## src/rtl/mdu_ctrl.sv

```systemverilog
// mdu_ctrl: multi-cycle sequencer for the shared combinational RV64M mul/div unit.
// Holds registered operands and a one-hot op select for MUL_LAT/DIV_LAT cycles,
// then captures the settled result. Divide-by-zero and signed overflow are
// resolved locally so the arithmetic unit never sees an undefined division.
// Optional build macro: MDU_FAST_SPECIAL_EN -- special-case results skip CALC
// and are presented one cycle after accept.
module mdu_ctrl #(
    parameter int MUL_LAT = 3,
    parameter int DIV_LAT = 16
) (
    input  logic        clock,
    input  logic        reset,
    input  logic        in_valid,
    output logic        in_ready,
    input  logic [2:0]  in_op,
    input  logic        in_word,
    input  logic [63:0] in_src1,
    input  logic [63:0] in_src2,
    input  logic [4:0]  in_tag,
    input  logic        flush,
    output logic        out_valid,
    input  logic        out_ready,
    output logic [63:0] out_result,
    output logic [4:0]  out_tag,
    output logic [7:0]  mac_op,
    output logic [63:0] mac_src1,
    output logic [63:0] mac_src2,
    input  logic [63:0] mac_result,
    output logic        busy
);

`ifdef MDU_FAST_SPECIAL_EN
    localparam bit FAST_SPECIAL = 1'b1;
`else
    localparam bit FAST_SPECIAL = 1'b0;
`endif

    localparam int LMAX = (MUL_LAT > DIV_LAT) ? MUL_LAT : DIV_LAT;
    localparam int CW   = $clog2(LMAX + 1);

    typedef enum logic [1:0] {IDLE, CALC, DONE} state_t;

    state_t        state, state_nx;
    logic [CW-1:0] cnt;
    logic [2:0]    op_q;
    logic          word_q, special_q;

    logic          is_div, word, zext, accept;
    logic          div_zero, div_ovf, special;
    logic [63:0]   op_a, op_b, spec_val, res_w;
    logic [CW-1:0] lat_load;

    // Accept-time decode: W-mode operand extension and special-case detection
    always_comb begin
        is_div = in_op[2];
        word   = in_word && (in_op == 3'd0 || is_div);
        zext   = word && is_div && in_op[0];
        op_a   = in_src1;
        op_b   = in_src2;
        if (word) begin
            op_a = zext ? {32'd0, in_src1[31:0]} : {{32{in_src1[31]}}, in_src1[31:0]};
            op_b = zext ? {32'd0, in_src2[31:0]} : {{32{in_src2[31]}}, in_src2[31:0]};
        end
        // In W mode the extended operands make these 64-bit compares equal the 32-bit view
        div_zero = is_div && (op_b == 64'd0);
        div_ovf  = is_div && !in_op[0] && (op_b == '1) &&
                   (op_a == (word ? 64'hFFFF_FFFF_8000_0000 : 64'h8000_0000_0000_0000));
        special  = div_zero || div_ovf;
        spec_val = '1;
        if (div_zero) begin
            if (in_op[1])
                spec_val = word ? {{32{in_src1[31]}}, in_src1[31:0]} : in_src1;
        end else if (div_ovf) begin
            spec_val = in_op[1] ? 64'd0 : op_a;
        end
        lat_load = is_div ? CW'(DIV_LAT - 1) : CW'(MUL_LAT - 1);
        in_ready = (state == IDLE) && !flush;
        accept   = in_ready && in_valid;
        res_w    = word_q ? {{32{mac_result[31]}}, mac_result[31:0]} : mac_result;
    end

    // Status outputs and the one-hot select, live only during a real CALC
    always_comb begin
        out_valid = (state == DONE);
        busy      = (state != IDLE);
        mac_op    = 8'd0;
        if (state == CALC && !special_q) begin
            case (op_q)
                3'd0:    mac_op = 8'h80;
                3'd1:    mac_op = 8'h40;
                3'd2:    mac_op = 8'h10;
                3'd3:    mac_op = 8'h20;
                3'd4:    mac_op = 8'h08;
                3'd5:    mac_op = 8'h04;
                3'd6:    mac_op = 8'h02;
                default: mac_op = 8'h01;
            endcase
        end
    end

    // Next-state logic; flush overrides everything
    always_comb begin
        state_nx = state;
        case (state)
            IDLE: if (accept) state_nx = (FAST_SPECIAL && special) ? DONE : CALC;
            CALC: if (cnt == '0) state_nx = DONE;
            DONE: if (out_ready) state_nx = IDLE;
            default: state_nx = IDLE;
        endcase
        if (flush) state_nx = IDLE;
    end

    // State register
    always_ff @(posedge clock or posedge reset) begin
        if (reset) state <= IDLE;
        else       state <= state_nx;
    end

    // Operand/result capture and latency down-counter
    always_ff @(posedge clock or posedge reset) begin
        if (reset) begin
            cnt        <= '0;
            op_q       <= 3'd0;
            word_q     <= 1'b0;
            special_q  <= 1'b0;
            mac_src1   <= 64'd0;
            mac_src2   <= 64'd0;
            out_result <= 64'd0;
            out_tag    <= 5'd0;
        end else if (accept) begin
            cnt       <= lat_load;
            op_q      <= in_op;
            word_q    <= word;
            special_q <= special;
            out_tag   <= in_tag;
            if (special) begin
                out_result <= spec_val;
            end else begin
                mac_src1 <= op_a;
                mac_src2 <= op_b;
            end
        end else if (state == CALC) begin
            if (cnt != '0)
                cnt <= cnt - CW'(1);
            else if (!special_q)
                out_result <= res_w;
        end
    end

endmodule

```

## config.mk

```make
export PLATFORM = sky130hd
export DESIGN_NAME = mdu_ctrl
export DESIGN_NICKNAME = d
export VERILOG_FILES = /design/src/rtl/mdu_ctrl.sv
export SDC_FILE = /design/constraint.sdc
export NUM_CORES = 1
export LEC_CHECK = 0
export CAP_MARGIN = 20
export CORE_AREA = 2 2 160 162
export DETAILED_ROUTE_END_ITERATION = 16
export DIE_AREA = 0 0 162 164
export PLACE_DENSITY_LB_ADDON = 0.15
export SLEW_MARGIN = 20
export SYNTH_ARGS = -nofsm -noshare
export SYNTH_HDL_FRONTEND = slang
export SYNTH_SLANG_ARGS = --single-unit
```

## constraint.sdc

```tcl
create_clock -name clock -period 8.95 [get_ports clock]
set_input_delay 1.79 -clock clock [delete_from_list [all_inputs] [get_ports clock]]
set_output_delay 1.79 -clock clock [all_outputs]
set_load 0.02 [all_outputs]
```

==> results of run 1 <==
==> logic make-up (layout without fill, tap and decap cells) <==
| kind of cell | count (synthesis) | after routing |
|---|---|---|
| other | 0 | 2 |
| AO/OA/AOI/OAI | 151 | 151 |
| adder cells (fa/ha/maj) | 2 | 2 |
| multiplexers | 160 | 160 |
| buffers and inverters | 108 | 512 |
| AND/OR/NAND/NOR | 289 | 289 |
| flip-flops | 209 | 209 |
| XOR/XNOR | 1 | 1 |
==> registers in the layout, indices dropped and copies added (netlist names) <==
register and flops:
out_result 64, out_tag 5, state 2, cnt 5, op_q 3, word_q 1, special_q 1, mac_src2 64
mac_src1 64
==> layer usage <==
metal | track usage [%] | up-vias | routed length, um
met5 | 0 | - | 0
met4 | 10.7 | 0 | 1560
met3 | 6.62 | 85 | 2980
met2 | 40.7 | 394 | 16100
met1 | 32.9 | 4246 | 14200
li1 | - | 4046 | -
==> area by class of cell <==
class	instances	area [um2]
Clock buffer	36	704
Fill cell	2067	9450
Multi-Input combinational cell	603	4530
Timing Repair Buffer	426	4260
Antenna cell	2	5.00
Sequential cell	209	5230
Tap cell	330	413
Inverter	47	184
Clock inverter	3	40.0
==> cell usage in the layout, fill, tap and decap left out, types with 9 or more instances in the layout <==
cell / instances
a21oi_1: 69
a222oi_1: 9
and2_1: 33
buf_4: 11
clkbuf_16: 23
clkdlybuf4s50_1: 413
dfrtp_1: 209
inv_1: 46
mux2_1: 41
mux2_4: 77
mux2i_1: 42
nand2_1: 120
nand4_1: 20
nor2_1: 44
nor3_1: 14
nor4_1: 25
o21ai_0: 27
o32a_1: 32
==> through the flow <==
| step | utilization [%] | instances |
|---|---|---|
| 2_1_floorplan | - | 920 |
| 3_3_place_gp | 58.8 | 1614 |
| 3_5_place_dp | 58.8 | 1614 |
| 4_1_cts | 61.8 | 1653 |
| 5_1_grt | 61.9 | 1655 |
| 6_report | 61.9 | 1656 |
==> how the worst max path moves through the flow <==
stage               startpoint                         end  slack, ns  cells after the start
floorplan                reset          cnt[0]$_DFFE_PP0P_       1.45                      1
global placement      in_op[0]  out_result[15]$_DFFE_PP0P_       2.52                     10
detailed placement    in_op[0]  out_result[21]$_DFFE_PP0P_       2.34                     10
CTS                   in_op[0]  out_result[21]$_DFFE_PP0P_       2.85                     10
global route          in_op[0]  out_result[15]$_DFFE_PP0P_       2.63                     10
finish                in_op[0]  out_result[21]$_DFFE_PP0P_       2.88                     10
==> power groups by stage <==
stage               registers (mW)  clock network, mW  logic [mW]
floorplan                     1.67                  0       0.410
global placement              1.37                  0        1.46
detailed placement            1.37                  0        1.47
CTS                           1.37              0.962        1.48
global route                  1.40               1.01        1.55
finish                        1.37              0.948        1.46
==> worst reg2reg max path, stage by stage (launching register included) <==
cell and delay (ns):
dfrtp_1 0.43, nor3_1 0.39, and2_1 0.66, o31a_1 0.58, and2_4 0.83, buf_12 0.53, mux2_1 0.43
==> flow_summary.yaml, run 1 <==
run_status:
  status: "finished, final reports clean"
route:
  drtIter0Drc: 622
  vias_per_cell: 5.30
  wl_per_cell_um: 21.0
  drt_wl_total_um: 34800
  ant_nets: 0
  first_pass_iters: 8
  vias: 8771
  drc_errors: 0
layout:
  nets: 1518
  layout-drive-gt1-share_pct: 10.2
  stdcell_area_mm2: 0.0154
  area_delta_synth_final_pct: 50.6
floorplanning:
  dieArea_mm2: 0.0266
  fp.dieW_um: 162
  ios: 414
  coreArea_mm2: 0.0248
  start_util_pct: 41.1
  fp-row-count: 58
  die_h_um: 164
cts:
  clockBufferDepth: 3
  clock-root-buffer: "clkbuf_16"
  cts_resized: 0
  clk_pin_slew_ns: 0.06
  cts_tree: "yes"
  clock_sinks: 209
  post_cts_buffers: 0
  cts_inserted_buffers: 23
  hold_buffers: 0
  clk_latency_ns: 0.50
  htreeDepth: 1
synth:
  ys_types: 48
  synth_compound_area_share_pct: 9.88
  syn_area_mm2: 0.0102
  synth-seq-cells: 209
  synth_edf_count: 0
  synth_top_family_by_area: "multiplexers"
  synth.area.mux_share_pct: 20.0
  async_reset_ff_share_pct: 100
  synth_xor_xnor_area_share_pct: 0.0858
  synthAdderAreaFrac_pct: 0.245
  synth_area_leaders: "dfrtp_1 (51%), mux2_4 (11%), mux2_1 (4.5%)"
  synth_nets: 1128
  synth_common_cells: "dfrtp_1 (209), nand2_1 (120), mux2_4 (77)"
  synthCells: 920
  synth_flop_cell: "dfrtp_1"
  synthSimpleGateAreaFrac_pct: 13.7
  yosys_warnings: 0
  ys_seq_area_share_pct: 51.3
  synth_top_cell_by_area: "dfrtp_1"
  syn_area_per_cell_um2: 11.1
  netlist.area_leader.share_pct: 51.3
  synth.most_common_cell: "dfrtp_1"
global_routing:
  grt_pass1_vias: 8804
  grt_pass1_wl_um: 52200
  antenna_found_initial: 2
  groute.usage.overall_pct: 25.4
  grt_overflow: 0
  grt_max_degree: 144
sta:
  tightestPinTransition_ns: 0.983
  max_slew_margin_pct: 34.2
  setup_ws_ns: 2.88
  min_period_over_period_pct: 67.8
  max_freq_ghz: 0.165
  fin_skew_ns: 0.00726
  grt_setup_unrepaired: "no"
  hold_viol: 0
  slew_violations: 0
  setup_viol: 0
  setup_tns_ns: 0
  period_needed_ns: 6.07
  hold_slack_ns: 0.476
pwr:
  seq_power_share_pct: 36.2
  combinationalPowerShare_pct: 38.8
  internal_power_mw: 2.53
  p_clk_share_pct: 25.1
  p_sw_mw: 1.25
  leakagePower_nw: 6.70
  power.share.switching_pct: 33.0
  fin_total_pwr_mw: 3.78
  ir_drop_v: 0.000133
  p_per_area_mw_per_mm2: 246
placement:
  portBuffers: 413
  placed_cell_area_mm2: 0.0146
  post-dp-hpwl_um: 25600
  gp_congestion: 0.885
  dp_worst_setup_slack_ns: 2.34
setup_path:
  r2r_slack_ns: 4.99
  critPathArrivalTime_ns: 6.45
  start_kind: "input port"
  r2r_end: "mac_src2[11]$_DFFE_PP0P_"
  critPathTopFamily: "compound AO/OA/AOI/OAI gates"
  crit_required_ns: 9.33
  end_kind: "flop"
  crit_fanout: 43
  crit_chain: "clkdlybuf4s50_1 > nor2_1 > o21ai_4 > buf_4 > and4_1 > o22ai_1 > o31ai_1 > a22o_2 > buf_4 > mux2_1"
  r2r.worst_path.cells: 6
  cp.buffers_inverters: 3
  max_stage_delay_ns: 0.87
  crit_top_cell: "buf_4"
  slowest_stage: "a22o_2"
  r2r-start: "state[0]$_DFFE_PP0P_"
  worstSetupPathType: "input port to flop"
hold_path:
  holdPathStages: 2
  holdPathEnd: "out_tag[0]$_DFFE_PP0P_"
  hp-start: "out_tag[0]$_DFFE_PP0P_"
  hp-class: "flop to flop"
job:
  max_cap_violations: 0
(Power assumes the default switching activity.)
==> run 2, diff against run 1 <==
CORE_AREA = unset   (was 2 2 160 162)
CORE_MARGIN = 2   (was unset)
CORE_UTILIZATION = 40   (was unset)
DIE_AREA = unset   (was 0 0 162 164)
clock period = 5.44 ns   (was 8.95 ns; I/O delays follow)
==> run 2 against run 1 <==
Effect of this change: largest cell class unchanged; global-route usage up 0.43 points; setup slack worse by 1.6 ns; final area up 0.94%; sequential cell count unchanged; sequential share of layout area down 0.32 points; clock skew up 0.0035 ns; hold slack better by 0.0032 ns; total power up 68%; critical path depth down 1; final cell count up 0.72%; highest routed layer unchanged.
==> flow_summary.yaml, run 2 (same netlist as run 1, synthesis figures left out) <==
layout:
  final_cell_mix: "clkdlybuf4s50_1 (413), dfrtp_1 (209), nand2_1 (119)"
  nets: 1530
  mostFrequentLayoutCell: "clkdlybuf4s50_1"
  antenna_cells: 0
  largest_registers: "mac_src1: 64 flops, mac_src2: 64 flops, out_result: 64 flops"
  fill_cells: 2122
  layout-drive-gt1-share_pct: 11.3
  stdcell_area_mm2: 0.0155
  area_delta_synth_final_pct: 52.0
cts:
  post_cts_buffers: 0
  hold_buffers: 0
  cts_tree: "yes"
  clock_sinks: 209
  htreeDepth: 1
  clock-root-buffer: "clkbuf_16"
  cts_inserted_buffers: 24
  clk_latency_ns: 0.52
  clockBufferDepth: 3
  cts_resized: 0
  clk_pin_slew_ns: 0.06
run_status:
  status: "finished, final reports clean"
setup_path:
  crit_chain: "clkdlybuf4s50_1 > nor2_1 > o21ai_4 > buf_4 > a221o_1 > o31a_1 > and2_4 > buf_4 > mux2_4"
  crit_top_cell: "buf_4"
  crit_fanout: 56
  slowest_stage: "and2_4"
  worstSetupPathType: "input port to flop"
  cp.buffers_inverters: 3
  critPathTopFamily: "buffers and inverters"
  start_kind: "input port"
  critPathArrivalTime_ns: 4.51
  end_kind: "flop"
  crit_required_ns: 5.84
  max_stage_delay_ns: 0.88
global_routing:
  grt_max_degree: 108
  antenna_found_initial: 0
  grt_overflow: 0
  groute.usage.overall_pct: 25.9
  grt_pass1_wl_um: 53000
  grt_pass1_vias: 8909
job:
  max_cap_violations: 0
sta:
  slew_violations: 0
  max_freq_ghz: 0.243
  min_period_over_period_pct: 75.6
  tightestPinTransition_ns: 1.09
  max_slew_margin_pct: 27.1
  period_needed_ns: 4.11
  fin_skew_ns: 0.0108
  grt_setup_unrepaired: "no"
  setup_tns_ns: 0
  setup_viol: 0
  hold_viol: 0
pwr:
  p_per_area_mw_per_mm2: 410
  ir_drop_v: 0.000244
  leakagePower_nw: 6.79
floorplanning:
  fp.dieW_um: 164
  start_util_pct: 40.6
  ios: 414
  die_h_um: 164
  coreArea_mm2: 0.0251
  fp-row-count: 58
  dieArea_mm2: 0.0268
route:
  drc_errors: 0
  first_pass_iters: 5
  vias: 8880
  wl_per_cell_um: 21.4
  vias_per_cell: 5.32
  drtIter0Drc: 714
  drt_wl_total_um: 35700
  ant_nets: 0
placement:
  portBuffers: 413
  gp_congestion: 0.906
  placed_cell_area_mm2: 0.0147
  post-dp-hpwl_um: 26500
hold_path:
  hp-class: "flop to flop"
## run 2: final timing paths
kind,startpoint,endpoint,slack [ns],cells after the start
worst max-delay path,in_op[0],mac_src1[12]$_DFFE_PP0P_,1.33,9
worst min-delay path,out_tag[4]$_DFFE_PP0P_,out_tag[4]$_DFFE_PP0P_,0.48,2
worst max register to register,state[0]$_DFFE_PP0P_,mac_src1[12]$_DFFE_PP0P_,2.55,6
worst min register to register,out_tag[4]$_DFFE_PP0P_,out_tag[4]$_DFFE_PP0P_,0.48,2
max in group asynchronous,reset,mac_src2[15]$_DFFE_PP0P_,3.49,3
min in group asynchronous,reset,out_result[48]$_DFFE_PP0P_,0.98,2
## run 2: metal layers
layer  vias up  global-route usage (%)  wire length [um]
met2       369                    40.5             16300
met4         0                    10.4              1660
met3        89                    6.29              2670
met5         -                       0                 0
li1       4071                       -                 -
met1      4351                    34.5             15000
## run 2: metrics by stage
step | hold WS (ns) | util, % | setup WS (ns) | instances | total power, mW
global route | 0.495 | 61.8 | 1.16 | 1668 | 6.64
detailed placement | 0.472 | 58.5 | 0.784 | 1626 | 4.70
floorplan | 0.458 | - | 1.64 | 920 | 3.42
finish | 0.479 | 61.8 | 1.33 | 1668 | 6.36
global placement | 0.461 | 58.5 | 0.905 | 1626 | 4.66
CTS | 0.486 | 61.8 | 1.33 | 1668 | 6.41
## run 2: final cells by class
| class | instances | area [um2] | share of cell area (%) |
|---|---|---|---|
| Sequential cell | 209 | 5230 | 33.7 |
| Clock buffer | 33 | 706 | 4.55 |
| Inverter | 47 | 180 | 1.16 |
| Clock inverter | 9 | 120 | 0.774 |
| Tap cell | 330 | 413 | 2.66 |
| Multi-Input combinational cell | 603 | 4520 | 29.2 |
| Timing Repair Buffer | 437 | 4340 | 28.0 |
## run 2: worst register-to-register path, cell delays in order (launching register included)
cell	delay, ns
dfrtp_1	0.42
nor3_1	0.24
and2_1	0.24
o31a_1	0.19
and2_4	0.88
buf_4	0.46
mux2_4	0.34
## run 2: power by group
group          internal, mW  switching (mW)
Combinational          1.25            1.16
Sequential             1.99           0.262
Clock                  1.04           0.648
Total                  4.29            2.07
==> run 3, diff against run 2 <==
CORE_AREA = 2 2 160 162   (was unset)
CORE_MARGIN = unset   (was 2)
CORE_UTILIZATION = unset   (was 40)
DIE_AREA = 0 0 162 164   (was unset)
clock period = 4.25 ns   (was 5.44 ns; I/O delays follow)
==> run 3 against run 2 <==
Effect of this change: combinational power is 29% higher; sequential power is 28% higher; hold slack lost 0.0019 ns; register-to-register slack worse by 0.76 ns; global-route usage grew 0.24 points; non-clock buffer count is 9 higher; clock power grew 15%; via count up 0.51%; clock skew fell by 0.0046 ns; setup slack worse by 0.45 ns; critical path type unchanged; largest cell class unchanged.
==> flow_summary.yaml, run 3 (same netlist as run 1, synthesis figures left out) <==
cts:
  cts_inserted_buffers: 24
  hold_buffers: 0
  clock-root-buffer: "clkbuf_16"
  post_cts_buffers: 0
  cts_resized: 0
  clk_pin_slew_ns: 0.06
  clockBufferDepth: 3
  htreeDepth: 1
  clk_latency_ns: 0.51
  clock_sinks: 209
  cts_tree: "yes"
setup_path:
  slowest_stage: "nor4_1"
  critPathTopFamily: "simple AND/OR/NAND/NOR gates"
  start_kind: "input port"
  crit_fanout: 46
  cp.buffers_inverters: 3
  crit_chain: "clkdlybuf4s50_1 > nor4_1 > buf_4 > nand4_1 > nor3_1 > nand4_1 > o31ai_1 > a22o_2 > buf_12 > mux2_1"
  critPathArrivalTime_ns: 3.76
  max_stage_delay_ns: 0.51
  crit_required_ns: 4.64
  worstSetupPathType: "input port to flop"
  end_kind: "flop"
  crit_top_cell: "nand4_1"
placement:
  post-dp-hpwl_um: 26700
  dp_worst_setup_slack_ns: 0.391
  gp_congestion: 0.918
  dpl.cell_count: 1635
  portBuffers: 413
global_routing:
  antenna_found_initial: 2
  groute.usage.overall_pct: 26.1
  grt_max_degree: 94
  grt_pass1_wl_um: 53900
  grt_pass1_vias: 8964
  grt_overflow: 0
layout:
  layout-drive-gt1-share_pct: 11.4
  area.sequential_mm2: 0.00523
  nets: 1539
  area_delta_synth_final_pct: 52.7
  largest_registers: "mac_src1: 64 flops, mac_src2: 64 flops, out_result: 64 flops"
  mostFrequentLayoutCell: "clkdlybuf4s50_1"
  multi_input_area_mm2: 0.00453
  post-route-util_pct: 62.8
  final_cell_mix: "clkdlybuf4s50_1 (413), dfrtp_1 (209), nand2_1 (120)"
  fill_cells: 2092
  fin_cells: 1676
sta:
  max_slew_margin_pct: 57.9
  setup_tns_ns: 0
  min_period_over_period_pct: 79.3
  hold_slack_ns: 0.477
  hold_viol: 0
  period_needed_ns: 3.37
  grt_setup_unrepaired: "no"
  max_freq_ghz: 0.297
  tightestPinTransition_ns: 0.630
  setup_ws_ns: 0.881
  setup_viol: 0
  slew_violations: 0
  fin_skew_ns: 0.00620
route:
  drtIter0Drc: 656
  first_pass_iters: 5
  drt_wl_total_um: 35400
  drc_errors: 0
  wl_per_cell_um: 21.1
  vias_per_cell: 5.33
  dr_wl_met3_um: 2270
  highest_layer: "met4"
  ant_nets: 0
  met1Wirelength_um: 14700
  vias: 8925
  met2WireLength_um: 17100
job:
  max_cap_violations: 0
pwr:
  p_per_area_mw_per_mm2: 510
  leakagePower_nw: 6.81
  ir_drop_v: 0.000298
hold_path:
  hp-class: "flop to flop"
floorplanning:
  fp.dieW_um: 162
  dieArea_mm2: 0.0266
  start_util_pct: 41.1
  ios: 414
  die_h_um: 164
  fp-row-count: 58
  coreArea_mm2: 0.0248
run_status:
  status: "finished, final reports clean"
run 3: cell count changes in the layout (fill, tap and decap cells not counted), moves of 2 or more:
| cell | before | now |
|---|---|---|
| clkinv_2 | 6 | 1 |
| diode_2 | 0 | 2 |
| buf_12 | 2 | 8 |
| buf_4 | 22 | 25 |
| clkbuf_1 | 3 | 7 |
| bufinv_16 | 3 | 0 |
run 3: per-layer routing:
| metal | track usage, % | up-vias |
|---|---|---|
| met2 | 42.8 | 345 |
| met4 | 9.41 | 0 |
| met5 | 0 | - |
| li1 | - | 4082 |
| met3 | 5.51 | 76 |
| met1 | 34.4 | 4422 |
run 3: worst reg2reg max path, stage by stage (launching register included):
cell      delay [ns]
dfrtp_1         0.43
nor3_1          0.41
and2_1          0.26
buf_4           0.28
nand2b_1        0.12
buf_4           0.21
o21ai_0         0.47
mux2_1          0.21
run 3: cell type report:
cell class / count / share of cell area [%]
clock inverters: 1 / 0.0321
multi-input cells: 603 / 29.1
diodes: 2 / 0.0321
inverters: 47 / 1.16
flip-flops and latches: 209 / 33.6
well taps: 330 / 2.65
repair buffers: 446 / 28.8
clock buffers: 38 / 4.71
run 3: worst paths after layout:
kind / start / to / slack (ns) / cells past startpoint
max: in_src1[1] / out_result[21]$_DFFE_PP0P_ / 0.88 / 10
min: out_tag[1]$_DFFE_PP0P_ / out_tag[1]$_DFFE_PP0P_ / 0.48 / 2
max reg2reg: state[0]$_DFFE_PP0P_ / out_result[7]$_DFFE_PP0P_ / 1.79 / 7
min reg2reg: out_tag[1]$_DFFE_PP0P_ / out_tag[1]$_DFFE_PP0P_ / 0.48 / 2
max in group asynchronous: reset / mac_src1[20]$_DFFE_PP0P_ / 2.58 / 4
min in group asynchronous: reset / out_result[52]$_DFFE_PP0P_ / 0.73 / 2
run 3: per-stage QoR:
| step | power (mW) | area, um2 |
|---|---|---|
| 4_1_cts | 8.03 | 15600 |
| 3_3_place_gp | 5.98 | 14800 |
| 6_report | 7.95 | 15600 |
| 3_5_place_dp | 6.03 | 14800 |
| 5_1_grt | 8.32 | 15600 |
| 2_1_floorplan | 4.38 | 10200 |
run 3: where the power goes:
part           switching (mW)  total (mW)  internal (mW)  leakage [nW]
Clock                   0.783        1.95           1.17         0.363
Combinational            1.50        3.12           1.62          3.90
Sequential              0.334        2.88           2.55          2.54
Total                    2.62        7.95           5.33          6.81
